### config.mk
export PLATFORM = sky130hd
export DESIGN_NAME = pwl_activation_unit
export DESIGN_NICKNAME = d
export VERILOG_FILES = /design/src/rtl/nn_act_pkg.sv /design/src/rtl/pwl_lut_bank.sv /design/src/rtl/pwl_activation_unit.sv
export SDC_FILE = /design/constraint.sdc
export NUM_CORES = 1
export LEC_CHECK = 0
export CAP_MARGIN = 20
export CORE_MARGIN = 3
export CORE_UTILIZATION = 52
export CTS_CLUSTER_DIAMETER = 60
export DETAILED_ROUTE_END_ITERATION = 7
export PLACE_DENSITY = 0.67
export SLEW_MARGIN = 40
export SYNTH_ARGS = -nofsm -noshare
export SYNTH_HDL_FRONTEND = slang
export SYNTH_SLANG_ARGS = --single-unit
### constraint.sdc
create_clock -name clk -period 6.7 [get_ports clk]
set_input_delay 2.01 -clock clk [delete_from_list [all_inputs] [get_ports clk]]
set_output_delay 2.01 -clock clk [all_outputs]
set_load 0.1 [all_outputs]
### src/rtl/nn_act_pkg.sv
// nn_act_pkg: shared widths, encodings and data type for the PWL activation unit
package nn_act_pkg;
    localparam int ACT_ADDR_W = 4;
    localparam int ACT_FRAC_W = 4;
    localparam int ACT_INIT_RELU = 0;
    localparam int ACT_INIT_ZERO = 1;
    localparam logic ACT_MODE_STEP = 1'b0;
    localparam logic ACT_MODE_INTERP = 1'b1;
    typedef logic signed [ACT_ADDR_W+ACT_FRAC_W-1:0] act_data_t;
endpackage

### src/rtl/pwl_lut_bank.sv
// pwl_lut_bank: writable activation table with reset preload and base/next read
// Ports: clk, rst (sync, active-low), we/waddr/wdata write port,
//        raddr lookup index, base = lut[raddr], next = neighbouring entry
module pwl_lut_bank
    import nn_act_pkg::*;
#(
    parameter int ADDR_W = ACT_ADDR_W,
    parameter int FRAC_W = ACT_FRAC_W,
    parameter int DATA_W = ADDR_W + FRAC_W,
    parameter int INIT_MODE = ACT_INIT_RELU
) (
    input  logic                     clk,
    input  logic                     rst,
    input  logic                     we,
    input  logic [ADDR_W-1:0]        waddr,
    input  logic signed [DATA_W-1:0] wdata,
    input  logic [ADDR_W-1:0]        raddr,
    output logic signed [DATA_W-1:0] base,
    output logic signed [DATA_W-1:0] next
);
    localparam logic [ADDR_W-1:0] MAX_POS = {1'b0, {(ADDR_W-1){1'b1}}};
    logic signed [DATA_W-1:0] lut [2**ADDR_W];
    logic [ADDR_W-1:0] naddr;
    // the -1 segment wraps to entry 0 for continuity across zero; the top positive segment saturates
    always_comb naddr = &raddr ? '0 : raddr == MAX_POS ? raddr : raddr + ADDR_W'(1);
    assign base = lut[raddr];
    assign next = lut[naddr];
    always_ff @(posedge clk) begin
        if (!rst) begin
            for (int i = 0; i < 2**ADDR_W; i++)
                lut[i] <= (INIT_MODE == ACT_INIT_RELU && i < 2**(ADDR_W-1)) ? DATA_W'(i << FRAC_W) : '0;
        end else if (we) begin
            lut[waddr] <= wdata;
        end
    end
endmodule

### src/rtl/pwl_activation_unit.sv
// pwl_activation_unit: 3-stage piecewise-linear activation with valid/ready backpressure
// Ports: clk, rst (sync, active-low), in_valid/in_ready/in_x/mode input handshake,
//        out_valid/out_ready/out_y result handshake, cfg_we/cfg_addr/cfg_data table write
module pwl_activation_unit
    import nn_act_pkg::*;
#(
    parameter int ADDR_W = ACT_ADDR_W,
    parameter int FRAC_W = ACT_FRAC_W,
    parameter int DATA_W = ADDR_W + FRAC_W,
    parameter int INIT_MODE = ACT_INIT_RELU
) (
    input  logic                     clk,
    input  logic                     rst,
    input  logic                     in_valid,
    output logic                     in_ready,
    input  logic signed [DATA_W-1:0] in_x,
    input  logic                     mode,
    output logic                     out_valid,
    input  logic                     out_ready,
    output logic signed [DATA_W-1:0] out_y,
    input  logic                     cfg_we,
    input  logic [ADDR_W-1:0]        cfg_addr,
    input  logic signed [DATA_W-1:0] cfg_data
);
    localparam int PW = DATA_W + FRAC_W + 2;
    logic adv;
    logic signed [DATA_W-1:0] lut_base, lut_next;
    logic v1, v2, mode1;
    logic signed [DATA_W-1:0] base1, next1, base2;
    logic [FRAC_W-1:0] frac1;
    logic signed [DATA_W:0] diff;
    logic signed [PW-1:0] prod, prod2;
    assign adv = !out_valid || out_ready;
    assign in_ready = adv;
    pwl_lut_bank #(
        .ADDR_W(ADDR_W), .FRAC_W(FRAC_W), .DATA_W(DATA_W), .INIT_MODE(INIT_MODE)
    ) u_lut (
        .clk(clk), .rst(rst), .we(cfg_we), .waddr(cfg_addr), .wdata(cfg_data),
        .raddr(in_x[DATA_W-1 -: ADDR_W]), .base(lut_base), .next(lut_next)
    );
    assign diff = $signed({next1[DATA_W-1], next1}) - $signed({base1[DATA_W-1], base1});
    // fraction is unsigned, so it gets a zero sign bit before the signed multiply
    assign prod = mode1 == ACT_MODE_INTERP ? PW'(diff) * PW'($signed({1'b0, frac1})) : '0;
    always_ff @(posedge clk) begin
        if (!rst) begin
            v1 <= 1'b0;
            v2 <= 1'b0;
            out_valid <= 1'b0;
            out_y <= '0;
        end else if (adv) begin
            v1 <= in_valid;
            base1 <= lut_base;
            next1 <= lut_next;
            frac1 <= in_x[FRAC_W-1:0];
            mode1 <= mode;
            v2 <= v1;
            base2 <= base1;
            prod2 <= prod;
            out_valid <= v2;
            // result lies between base and next, so plain truncation cannot overflow
            out_y <= DATA_W'(PW'(base2) + (prod2 >>> FRAC_W));
        end
    end
endmodule

==> flow_metrics.py, run 1 <==
metrics = {
    "floorplanning": {
        "floorplan.initialDensity_pct": 53.6,
        "io_pins": 36,
        "chipHeight_um": 149,
        "die_area_mm2": 0.0221,
        "rows": 51,
        "core-area_mm2": 0.0197,
        "die_w_um": 149,
    },
    "route": {
        "vias": 6460,
        "wl_per_cell_um": 21.3,
        "viasPerCell": 5.72,
        "route.detailed.drc": 0,
        "ant_nets": 0,
        "dr.pass1.iters": 5,
        "routed_wl_um": 24000,
        "first_iter_violations": 478,
    },
    "setup_path": {
        "worstSetupStartpointType": "input pin",
        "cp.required_ns": 4.69,
        "critical_path_class": "in2out",
        "crit_path_max_fanout": 12,
        "crit_arrival_ns": 3.28,
        "crit_path_end_kind": "primary output",
    },
    "synthesis": {
        "syn_avg_cell_area_um2": 12.8,
        "yosysWarningCount": 0,
        "synth_edf_count": 165,
        "syn_inst": 825,
        "seq_area_frac_synth_pct": 48.9,
        "yosysUniqueCellTypes": 50,
        "postSynth.asyncResetShare_pct": 0,
        "netlist_area_mm2": 0.0106,
        "ys_ff_latch": 176,
        "synth_flop_cell": "edfxtp_1",
        "synth_nets": 903,
    },
    "timing": {
        "tns_ns": 0,
        "fmax_mhz": 189,
        "whs_ns": 0.450,
        "setup_ws_ns": 1.41,
        "hold_viol_final": 0,
        "slew-limit-headroom_pct": 48.9,
        "drv_slew": 0,
        "min_period_over_period_pct": 78.9,
        "skew_ns": 0.0174,
        "setup_viol": 0,
        "period_needed_ns": 5.29,
        "tightestPinTransition_ns": 0.762,
        "rsz0062_at_grt": "false",
    },
    "clocking": {
        "cts_setup_buffers": 0,
        "numCtsBuffers": 17,
        "clk_path_buf_depth": 2,
        "clockRootBuffer": "clkbuf_16",
        "hold_buffers": 0,
        "cts_tree": "yes",
        "post_cts_resized": 0,
        "worstSkewPairLatency_ns": 0.43,
        "clk_pin_slew_ns": 0.07,
        "cts_htree_levels": 4,
        "cts_sinks": 176,
    },
    "power": {
        "p_comb_share_pct": 36.2,
        "powerDensity_mw_per_mm2": 320,
        "power_w": 0.00376,
        "power.internal_w": 0.00246,
        "switching_share_pct": 34.6,
        "clock_power_share_pct": 26.5,
        "leakage_nw": 4.68,
        "ir_drop_mv": 0.179,
        "p_switching_w": 0.00130,
        "seqPwrFrac_pct": 37.3,
    },
    "final_layout": {
        "most-common-layout-cells": "edfxtp_1, and2_1, mux2i_1",
        "stdcell_count": 1130,
        "antennaDiodeCount": 0,
        "drive_above_1_share_pct": 12.9,
        "synthToLayoutAreaGrowth_pct": 11.2,
        "nNetsFinal": 930,
        "final_common_cell": "edfxtp_1",
    },
    "grt": {
        "grt-ovfl-total": 0,
        "gr-usage-all-layers_pct": 22.9,
        "grt_pass1_wl_um": 38000,
        "first_global_vias": 6765,
        "antenna_found_initial": 2,
        "grt_max_degree": 41,
    },
    "placed_design": {
        "place_inst": 1098,
        "place.gp.congestion": 0.812,
        "dp_hpwl_um": 17400,
        "place_ws_ns": 1.42,
        "io_buffers": 35,
    },
    "run": {
        "max_cap_viol_count": 0,
    },
    "outcome": {
        "status": "complete, no violations",
    },
    "hold_path": {
        "min_path_type": "reg2reg",
    },
}
## cell families (layout without fill, tap and decap cells)
logic type / after synthesis / count (layout) / share of synthesized area (%)
muxes: 165 / 165 / 20.4
adders and majority gates: 52 / 52 / 7.36
buffers and inverters: 95 / 135 / 3.64
DFF: 176 / 176 / 48.9
xor gates and xnor gates: 15 / 15 / 1.24
AOI/OAI and AO/OA: 63 / 63 / 4.25
and+or+nand+nor: 259 / 259 / 14.2
## power by group through the flow
stage | clock, W | combinational [W] | sequential (W)
finish | 0.000997 | 0.00136 | 0.00140
global route | 0.00105 | 0.00154 | 0.00141
CTS | 0.00100 | 0.00138 | 0.00140
detailed placement | 0 | 0.00136 | 0.00143
global placement | 0 | 0.00134 | 0.00142
floorplan | 0 | 0.000925 | 0.00154
## path summary, 6_finish.rpt
path	startpoint	to	slack [ns]	cells past startpoint
worst max register to register	base1[0]	prod2[9]	1.49	16
worst min register to register	base1[7]	base2[7]	0.45	0
worst max-delay path	out_ready	in_ready	1.41	5
worst min-delay path	base1[7]	base2[7]	0.45	0
## Yosys cell counts (14+ instances only)
library cell    n  area share, %
edfxtp_1      165             47
and2_1        135            8.0
mux2i_1       124             12
inv_1          51            1.8
mux4_2         40            8.5
ha_1           35            4.1
nand2_1        30            1.1
nor2_1         27           0.96
clkbuf_1       23           0.82
o21ai_0        21           0.99
buf_2          17           0.80
fa_1           17            3.2
or3_1          14           0.83
## critical path, cell delays in order
cell	delay, ns
clkdlybuf4s50_1	0.46
nor2b_1	0.04
buf_4	0.16
inv_1	0.25
buf_4	0.36
## sequential cells by signal (all words and copies together) (netlist names)
signal and cells:
base1 8, base2 8, frac1 4, mode1 1
next1 8, out_valid 1, out_y 8, prod2 8
u_lut.lut 128, v1 1, v2 1
## stage by stage
step                      area, um^2  util (%)
after global placement         11200      56.9
after floorplan                10600         -
final                          11800      59.6
after detailed placement       11200      56.7
after CTS                      11800      59.6
after global routing           11800      59.6
## layout make-up
| cell class | instances | area [um^2] |
|---|---|---|
| repair buffers | 51 | 425 |
| multi-input cells | 554 | 5050 |
| well taps | 265 | 332 |
| inverters | 52 | 195 |
| fillers | 1583 | 7960 |
| clock inverters | 14 | 153 |
| flip-flops and latches | 176 | 5170 |
| clock buffers | 18 | 429 |
## routing by layer
| metal | part of all wire [%] | GRT usage [%] | vias to the layer above |
|---|---|---|---|
| li1 | - | - | 3045 |
| met1 | 42 | 28.9 | 3220 |
| met2 | 51 | 40.2 | 150 |
| met3 | 4.5 | 3.90 | 41 |
| met4 | 2.7 | 7.58 | 4 |
| met5 | 0.10 | 0 | - |
(Power assumes the default switching activity.)
==> run 2: changes to the inputs <==
==> constraint.sdc (replaced) <==
create_clock -name clk -period 5 [get_ports clk]
set_input_delay 1.5 -clock clk [delete_from_list [all_inputs] [get_ports clk]]
set_output_delay 1.5 -clock clk [all_outputs]
set_load 0.1 [all_outputs]
==> flow_metrics.py, run 2 (synthesis results as in run 1) <==
metrics = {
    "placed_design": {
        "placed_area_mm2": 0.0113,
        "place.gp.congestion": 0.815,
        "place_inst": 1110,
        "place_ws_ns": -0.0598,
        "dp_hpwl_um": 17600,
        "io_buffers": 35,
    },
    "clocking": {
        "clk_path_buf_depth": 2,
        "clk_pin_slew_ns": 0.06,
        "cts_htree_levels": 4,
        "numCtsBuffers": 17,
        "cts_tree": "yes",
        "cts_sinks": 176,
        "clockRootBuffer": "clkbuf_16",
        "worstSkewPairLatency_ns": 0.44,
    },
    "timing": {
        "slew-limit-headroom_pct": 53.2,
        "skew_ns": 0.0140,
        "tightestPinTransition_ns": 0.700,
        "hold_viol_final": 0,
        "setup_ws_ns": 0.181,
        "setup_viol": 0,
        "drv_slew": 0,
        "fmax_mhz": 208,
        "min_period_over_period_pct": 96.4,
        "period_needed_ns": 4.82,
    },
    "floorplanning": {
        "die_area_mm2": 0.0221,
        "die_w_um": 149,
        "chipHeight_um": 149,
        "floorplan.initialDensity_pct": 53.6,
        "io_pins": 36,
        "core-area_mm2": 0.0197,
        "rows": 51,
    },
    "final_layout": {
        "stdcell_count": 1146,
        "antennaDiodeCount": 0,
        "largest_reg_flops": 128,
        "top_register": "u_lut.lut",
        "final_common_cell": "edfxtp_1",
        "drive_above_1_share_pct": 15.3,
        "synthToLayoutAreaGrowth_pct": 13.0,
        "most-common-layout-cells": "edfxtp_1, and2_1, mux2i_1",
        "final_area_mm2": 0.0119,
        "nNetsFinal": 946,
    },
    "setup_path": {
        "cp.required_ns": 5.19,
        "crit_arrival_ns": 5.00,
        "critical_path_class": "reg2reg",
        "worstSetupStartpoint": "base1[0]",
        "worstSetupStartpointType": "register",
        "reg2reg_slack_ns": 0.18,
        "worstReg2RegStart": "base1[0]",
        "crit_path_end_kind": "register",
        "crit_path_max_fanout": 4,
    },
    "route": {
        "vias": 6569,
        "viasPerCell": 5.73,
        "first_iter_violations": 473,
        "ant_nets": 0,
        "routed_wl_um": 24600,
        "route.detailed.drc": 0,
        "dr.pass1.iters": 5,
        "wl_per_cell_um": 21.5,
    },
    "grt": {
        "grt-ovfl-total": 0,
        "grt_max_degree": 65,
        "first_global_vias": 6780,
        "grt_pass1_wl_um": 38600,
        "gr-usage-all-layers_pct": 23.2,
        "antenna_found_initial": 1,
    },
    "outcome": {
        "status": "complete, no violations",
    },
    "power": {
        "ir_drop_mv": 0.236,
        "power_w": 0.00513,
        "powerDensity_mw_per_mm2": 429,
        "leakage_nw": 4.78,
    },
    "hold_path": {
        "min-delay-start": "base1[2]",
        "min_path_type": "reg2reg",
    },
    "run": {
        "max_cap_viol_count": 0,
    },
}
## run 2: final cells by class
class,instances,area [um^2]
Timing Repair Buffer,67,571
Clock inverter,14,136
Fill cell,1572,7770
Inverter,52,195
Clock buffer,18,429
Sequential cell,176,5170
Multi-Input combinational cell,554,5110
Tap cell,265,332
## run 2: metrics by stage
stage          util [%]  setup TNS, ns  hold slack (ns)
3_3_place_gp       57.4              0            0.439
6_report           60.6              0            0.455
3_5_place_dp       57.2        -0.0598            0.442
4_1_cts            60.1              0            0.458
5_1_grt            60.6        -0.0252            0.469
2_1_floorplan         -              0            0.426
## run 2: where the power goes
group          switching [W]  leakage, nW  total, W  internal, W
clock network       0.000620        0.281   0.00128     0.000663
registers          0.0000887         1.68   0.00189      0.00180
logic                0.00112         2.81   0.00196     0.000838
total                0.00183         4.78   0.00513      0.00330
## run 2: layer usage
metal  routed length, um  vias to the layer above  track usage, %
met5                  18                        -               0
met4                 709                        2            7.71
met3                1090                       43            4.33
met2               12500                      187            40.0
met1               10300                     3251            29.6
li1                    -                     3086               -
## run 2: timing repair
| action | in CTS | in global routing |
|---|---|---|
| resized for setup | 1 | 8 |
| endpoints found under the setup margin | 1 | 4 |
| pin swaps | 0 | 7 |
| buffers inserted | 0 | 4 |
| hold buffers | 0 | 0 |
## run 2: path summary, 6_finish.rpt
check,to,depth (start not counted)
min reg2reg,base2[2],0
max reg2reg,prod2[9],16
max,prod2[9],16
min,base2[2],0
## run 2: critical path, cell delays in order (launching register included)
cell and delay, ns:
edfxtp_1 0.40, ha_2 0.22, fa_2 0.38, xnor2_2 0.17
and2_1 0.16, ha_1 0.28, inv_1 0.05, fa_1 0.50
fa_1 0.54, inv_1 0.07, ha_4 0.25, and4b_1 0.19
a221o_1 0.37, o41ai_4 0.39, nor2b_1 0.11, or3_1 0.31
and3_1 0.18
